==> config.mk <==
export PLATFORM = sky130hd
export DESIGN_NAME = axi_sd_dma_master
export DESIGN_NICKNAME = d
export VERILOG_FILES = /design/src/rtl/axi_sd_pkg.sv /design/src/rtl/axi_sd_dma_master.sv
export SDC_FILE = /design/constraint.sdc
export NUM_CORES = 1
export LEC_CHECK = 0
export ABC_AREA = 1
export BUFFER_PORTS_ARGS = -buffer_cell sky130_fd_sc_hd__buf_2
export CORE_AREA = 2 2 106 108
export CTS_BUF_LIST = sky130_fd_sc_hd__clkbuf_8
export DETAILED_ROUTE_END_ITERATION = 16
export DIE_AREA = 0 0 108 110
export PLACE_DENSITY = 0.68
export SYNTH_ARGS = -nofsm -noshare
export SYNTH_HDL_FRONTEND = slang
export SYNTH_SLANG_ARGS = --single-unit
==> constraint.sdc <==
create_clock -name clock -period 1.8 [get_ports clock]
set_input_delay 0.09 -clock clock [delete_from_list [all_inputs] [get_ports clock]]
set_output_delay 0.09 -clock clock [all_outputs]
set_load 0.02 [all_outputs]
==> src/rtl/axi_sd_pkg.sv <==
// axi_sd_pkg -- shared definitions for the SD-card DMA AXI4 master.
//   state_e        : controller states (IDLE, AR, R, AW, W, B)
//   AXI_*          : AXI4 burst type, transfer size and response codes
//   beats_to_4k()  : beats allowed before the next 4 KB page boundary
//   resp_is_err()  : true for SLVERR / DECERR responses
package axi_sd_pkg;

  // Raw state codes kept as plain constants so older code that compares
  // against 3-bit values keeps working; the enum reuses the same codes.
  localparam logic [2:0] S_IDLE = 3'd0;
  localparam logic [2:0] S_AR   = 3'd1;
  localparam logic [2:0] S_R    = 3'd2;
  localparam logic [2:0] S_AW   = 3'd3;
  localparam logic [2:0] S_W    = 3'd4;
  localparam logic [2:0] S_B    = 3'd5;

  typedef enum logic [2:0] {
    ST_IDLE = S_IDLE,
    ST_AR   = S_AR,
    ST_R    = S_R,
    ST_AW   = S_AW,
    ST_W    = S_W,
    ST_B    = S_B
  } state_e;

  localparam logic [1:0] AXI_BURST_INCR  = 2'b01;
  localparam logic [2:0] AXI_SIZE_4B     = 3'b010;
  localparam logic [1:0] AXI_RESP_OKAY   = 2'b00;
  localparam logic [1:0] AXI_RESP_EXOKAY = 2'b01;
  localparam logic [1:0] AXI_RESP_SLVERR = 2'b10;
  localparam logic [1:0] AXI_RESP_DECERR = 2'b11;

  // word_off is the word index inside the current 4 KB page (1024 words).
  // Result is min(max_beats, words left in the page), always 1..256.
  function automatic logic [8:0] beats_to_4k(input logic [9:0] word_off,
                                             input logic [8:0] max_beats);
    logic [10:0] room;
    room = 11'd1024 - {1'b0, word_off};
    if (room < {2'b00, max_beats})
      beats_to_4k = room[8:0];
    else
      beats_to_4k = max_beats;
  endfunction

  function automatic logic resp_is_err(input logic [1:0] resp);
    case (resp)
      AXI_RESP_OKAY:   resp_is_err = 1'b0;
      AXI_RESP_EXOKAY: resp_is_err = 1'b0;
      AXI_RESP_SLVERR: resp_is_err = 1'b1;
      AXI_RESP_DECERR: resp_is_err = 1'b1;
      default:         resp_is_err = 1'b0;
    endcase
  endfunction

endpackage

==> src/rtl/axi_sd_dma_master.sv <==
// axi_sd_dma_master -- turns the SD FIFO filler's word-beat requests into
// AXI4 INCR bursts (32-bit beats), never crossing a 4 KB page.
//
// Parameter:
//   burst_len    max beats per burst (power of two, 1..256)
// Optional feature (compile-time macro AXI_SD_DMA_ERR_EN):
//   defined   -> err_o is a sticky flag set by SLVERR/DECERR on B or R
//   undefined -> err_o tied 0, bresp/rresp ignored
// Ports:
//   clock, reset           rising-edge clock, synchronous active-high reset
//   adr_i[29:0]            word address (byte address [31:2])
//   dat_i / dat_o          write data in / read data out
//   we_i, stb_i            direction (1=write) and request
//   ack_o, last_o          beat accepted / final beat of the burst
//   aw*, w*, b*            AXI4 write address, data and response channels
//   ar*, r*                AXI4 read address and data channels
//   err_o                  sticky bus error
module axi_sd_dma_master #(
  parameter int unsigned burst_len = 16
) (
  input  logic        clock,
  input  logic        reset,
  input  logic [29:0] adr_i,
  input  logic [31:0] dat_i,
  output logic [31:0] dat_o,
  input  logic        we_i,
  input  logic        stb_i,
  output logic        ack_o,
  output logic        last_o,
  output logic [31:0] awaddr,
  output logic [7:0]  awlen,
  output logic [2:0]  awsize,
  output logic [1:0]  awburst,
  output logic        awvalid,
  input  logic        awready,
  output logic [31:0] wdata,
  output logic [3:0]  wstrb,
  output logic        wlast,
  output logic        wvalid,
  input  logic        wready,
  input  logic [1:0]  bresp,
  input  logic        bvalid,
  output logic        bready,
  output logic [31:0] araddr,
  output logic [7:0]  arlen,
  output logic [2:0]  arsize,
  output logic [1:0]  arburst,
  output logic        arvalid,
  input  logic        arready,
  input  logic [31:0] rdata,
  input  logic [1:0]  rresp,
  input  logic        rlast,
  input  logic        rvalid,
  output logic        rready,
  output logic        err_o
);
  import axi_sd_pkg::*;

  localparam logic [8:0] BURST_BEATS = 9'(burst_len);

  state_e      r_state;
  logic [29:0] r_adr;
  logic [7:0]  r_len;     // N-1 of the burst in flight
  logic [7:0]  r_cnt;     // beats acknowledged so far
  logic [8:0]  w_beats;
  logic        w_in_r;
  logic        w_in_w;
  logic        w_at_last;

  assign w_beats   = beats_to_4k(adr_i[9:0], BURST_BEATS);
  assign w_in_r    = (r_state == ST_R);
  assign w_in_w    = (r_state == ST_W);
  // The slave's rlast is not trusted; the local count decides the last beat.
  assign w_at_last = (r_cnt == r_len);

  // Address channels: both carry the latched burst, only one is ever valid.
  assign araddr  = {r_adr, 2'b00};
  assign awaddr  = {r_adr, 2'b00};
  assign arlen   = r_len;
  assign awlen   = r_len;
  assign arsize  = AXI_SIZE_4B;
  assign awsize  = AXI_SIZE_4B;
  assign arburst = AXI_BURST_INCR;
  assign awburst = AXI_BURST_INCR;
  assign arvalid = (r_state == ST_AR);
  assign awvalid = (r_state == ST_AW);

  // Data channels follow stb_i directly so a paused filler simply stalls
  // the burst instead of aborting it.
  assign rready = w_in_r & stb_i & ~we_i;
  assign wvalid = w_in_w & stb_i & we_i;
  assign wdata  = dat_i;
  assign wstrb  = 4'hF;
  assign wlast  = w_in_w & w_at_last;
  assign bready = (r_state == ST_B);
  assign dat_o  = rdata;

  assign ack_o  = (rvalid & rready) | (wvalid & wready);
  assign last_o = (w_in_r | w_in_w) & w_at_last;

  always_ff @(posedge clock) begin
    if (reset) begin
      r_state <= ST_IDLE;
      r_adr   <= '0;
      r_len   <= '0;
      r_cnt   <= '0;
    end else begin
      case (r_state)
        ST_IDLE: begin
          if (stb_i) begin
            r_adr   <= adr_i;
            r_len   <= 8'(w_beats - 9'd1);
            r_state <= we_i ? ST_AW : ST_AR;
          end
        end
        ST_AR: begin
          if (arready) begin
            r_cnt   <= '0;
            r_state <= ST_R;
          end
        end
        ST_AW: begin
          if (awready) begin
            r_cnt   <= '0;
            r_state <= ST_W;
          end
        end
        ST_R: begin
          if (ack_o) begin
            r_cnt <= r_cnt + 8'd1;
            if (w_at_last) r_state <= ST_IDLE;
          end
        end
        ST_W: begin
          if (ack_o) begin
            r_cnt <= r_cnt + 8'd1;
            if (w_at_last) r_state <= ST_B;
          end
        end
        ST_B: begin
          if (bvalid) r_state <= ST_IDLE;
        end
        default: r_state <= ST_IDLE;
      endcase
    end
  end

`ifdef AXI_SD_DMA_ERR_EN
  logic r_err;
  logic w_unused;

  always_ff @(posedge clock) begin
    if (reset)
      r_err <= 1'b0;
    else if ((bvalid & bready & resp_is_err(bresp)) |
             (rvalid & rready & resp_is_err(rresp)))
      r_err <= 1'b1;
  end

  assign err_o    = r_err;
  assign w_unused = rlast;
`else
  logic w_unused;

  assign err_o    = 1'b0;
  assign w_unused = ^{rlast, bresp, rresp};
`endif

endmodule

==> results.json <==
{
  "die_h_um": 110,
  "synth_seq_cells": 49,
  "synth_top_cells_by_count": "sky130_fd_sc_hd__buf_4 (121), sky130_fd_sc_hd__nand2_1 (90), sky130_fd_sc_hd__dfxtp_1 (49), sky130_fd_sc_hd__a21oi_1 (43), sky130_fd_sc_hd__inv_1 (26)",
  "seq_area_frac_synth_pct": 28.7,
  "worst_setup_path_start_kind": "flop",
  "post_drt_via_cell_ratio": 4.38,
  "grt_use_total_pct": 12.4,
  "floorplan.io_pins": 275,
  "finalCriticalPeriod_ns": 1.66,
  "first_global_vias": 2399,
  "fin_setup_tns_ns": 0,
  "die-width_um": 108,
  "vias": 2745,
  "routed_wire_length_per_instance_um": 12.7,
  "cts-hold-fix-buffers": 0,
  "h_tree_levels": 2,
  "clock-skew-final_ns": 0.0108,
  "peakVddDrop_v": 0.000451,
  "clock_sink_count": 49,
  "clk_pin_slew_worst_paths_ns": 0.09,
  "drv_slew": 0,
  "ys_top_cells_by_area": "sky130_fd_sc_hd__dfxtp_1 (29%), sky130_fd_sc_hd__buf_4 (27%), sky130_fd_sc_hd__nand2_1 (9.9%), sky130_fd_sc_hd__a21oi_1 (6.3%), sky130_fd_sc_hd__xor2_1 (3.1%)",
  "drive_gt1_share_pct": 38.4,
  "gr-total-overflow": 0,
  "insertion_delay_ns": 0.30,
  "detail_route.first_pass.iterations": 4,
  "drt_wl_total_mm": 7.94,
  "rows": 38,
  "syn_avg_cell_area_um2": 7.42,
  "totalPowerFinal_uw": 4240,
  "antenna_cells": 0,
  "sequentialPowerShare_pct": 34.6,
  "hold_path_class": "primary input to flop",
  "outcome": "finished, final reports clean",
  "total_leakage_power_uw": 0.00179,
  "final_min_period_over_clock_period_pct": 92.2,
  "cap_viol_max_count": 0,
  "cp_data_required_time_ns": 1.71,
  "synth_flop_cell": "sky130_fd_sc_hd__dfxtp_1",
  "syn-instance-count": 461,
  "p_int_uw": 2310,
  "cp_data_arrival_time_ns": 1.57,
  "nets": 597,
  "cts_buffers": 5,
  "root_buffer": "sky130_fd_sc_hd__clkbuf_8",
  "gp_routability_congestion": 0.836,
  "synth.yosys.warnings": 0,
  "core_area_mm2": 0.0107,
  "worstSetupEndpointType": "output pin",
  "async_s_r_ff_share_synth_pct": 0,
  "drt_first_iter_violations": 111,
  "cts_tree": "built",
  "synth_area_leader_cell": "sky130_fd_sc_hd__dfxtp_1",
  "worst-path-max-fanout": 4,
  "synthToLayoutAreaGrowth_pct": 3.04,
  "clock_power_share_pct": 16.8,
  "initial_core_utilization_pct": 32.0,
  "drc": 0,
  "placement.io_buffers": 122,
  "grt_max_degree": 35,
  "switching_power_uw": 1930,
  "timing.final.setup_violations": 0,
  "mappedNetlistArea_mm2": 0.00342,
  "grt_antenna_before_repair": 0,
  "max_clock_freq_mhz": 603,
  "p_sw_share_pct": 45.5,
  "distinct_cells_synth": 39,
  "place.detailed.hpwl_mm": 6.25,
  "fin_util_pct": 32.9,
  "first_pass_grt_wire_length_mm": 11.8,
  "fraction_of_synthesized_cell_area_taken_by_the_top_area_cell_type_pct": 28.7,
  "power.density_mw_per_mm2": 1200,
  "power.combinational.fraction_pct": 48.6,
  "finalHoldViolCount": 0,
  "critical_path_class": "flop to output pin",
  "post-synth-top-count-cell": "sky130_fd_sc_hd__buf_4",
  "drt.antenna.violating_nets": 0,
  "final.hold.worst_slack_ns": 0.0298,
  "ctsLongestPathBuffers": 2,
  "synth_enable_flop_cells": 0,
  "die-area_mm2": 0.0119
}
cell type report:
type | count | area (um^2)
Clock buffer | 7 | 96.3
Clock inverter | 1 | 5.00
Fill cell | 1165 | 7170
Inverter | 32 | 121
Multi-Input combinational cell | 264 | 1440
Sequential cell | 49 | 982
Tap cell | 140 | 175
Timing Repair Buffer | 134 | 706
stage by stage:
| stage | std cells | cell area [um^2] | setup WS (ns) |
|---|---|---|---|
| finish | 627 | 3520 | 0.141 |
| global route | 627 | 3520 | -0.0146 |
| CTS | 626 | 3490 | 0.0462 |
| detailed placement | 618 | 3390 | -0.0304 |
| global placement | 618 | 3390 | 0.0170 |
| floorplan | 478 | 3480 | 0.162 |
worst paths after layout:
path              start   endpoint  slack, ns  depth (start not counted)
max            r_cnt[6]     last_o       0.14                          5
min           adr_i[21]  r_adr[21]       0.03                          3
max reg2reg  r_state[1]  r_adr[11]       0.18                          6
min reg2reg   r_adr[12]  r_adr[12]       0.48                          2
logic make-up (layout without fill, tap and decap cells):
kind of cell | Yosys count | after routing | synth area share (%)
flops | 49 | 49 | 28.7
xor+xnor | 14 | 14 | 3.59
other cells | 2 | 19 | 0.220
fa+ha+maj | 3 | 3 | 1.10
simple gates | 162 | 162 | 23.9
buf+inv | 165 | 174 | 31.6
compound gates | 66 | 66 | 10.9
per-layer routing:
metal  vias to the layer above  share of wire (%)  track usage (%)
met4                         0                2.8             5.59
li1                       1374                  -                -
met1                      1213                 42             15.6
met5                         -                  0                0
met3                        35                8.4             3.12
met2                       123                 46             20.1
sequential cells by signal (all words and copies together), names as in the netlist:
signal / count
r_cnt: 8
arlen: 8
r_state: 3
r_adr: 30
what timing repair did:
item,CTS,global route
gates resized for setup,0,7
buffers inserted,0,1
endpoints found under the setup margin,0,2
critical path, cell delays in order (launching register included):
cell and delay, ns:
sky130_fd_sc_hd__dfxtp_1 0.37, sky130_fd_sc_hd__xor2_1 0.19, sky130_fd_sc_hd__nor4_2 0.31, sky130_fd_sc_hd__nand2_2 0.15, sky130_fd_sc_hd__nor2_1 0.12, sky130_fd_sc_hd__buf_4 0.15
layout by cell type (no fill, tap or decap), types with 4 or more instances in the layout:
master and n:
sky130_fd_sc_hd__nand3_1 15, sky130_fd_sc_hd__inv_1 26, sky130_fd_sc_hd__dfxtp_1 48, sky130_fd_sc_hd__inv_2 5
sky130_fd_sc_hd__nor2_1 16, sky130_fd_sc_hd__buf_4 14, sky130_fd_sc_hd__o21ai_0 10, sky130_fd_sc_hd__buf_2 120
sky130_fd_sc_hd__nand4_1 4, sky130_fd_sc_hd__nor2_2 5, sky130_fd_sc_hd__a21oi_1 43, sky130_fd_sc_hd__nor2_4 5
sky130_fd_sc_hd__clkbuf_8 7, sky130_fd_sc_hd__nand2_1 89, sky130_fd_sc_hd__conb_1 19, sky130_fd_sc_hd__nand2_2 9
sky130_fd_sc_hd__nand3_2 5, sky130_fd_sc_hd__xor2_1 12
power groups by stage:
stage / Sequential, uW / Clock, uW / Combinational, uW
6_report: 1470 / 711 / 2060
5_1_grt: 1500 / 796 / 2260
4_1_cts: 1470 / 752 / 2030
3_5_place_dp: 1500 / 0 / 2030
3_3_place_gp: 1490 / 0 / 2010
2_1_floorplan: 1680 / 0 / 1640
No activity file was read; power rests on OpenSTA's default activity.
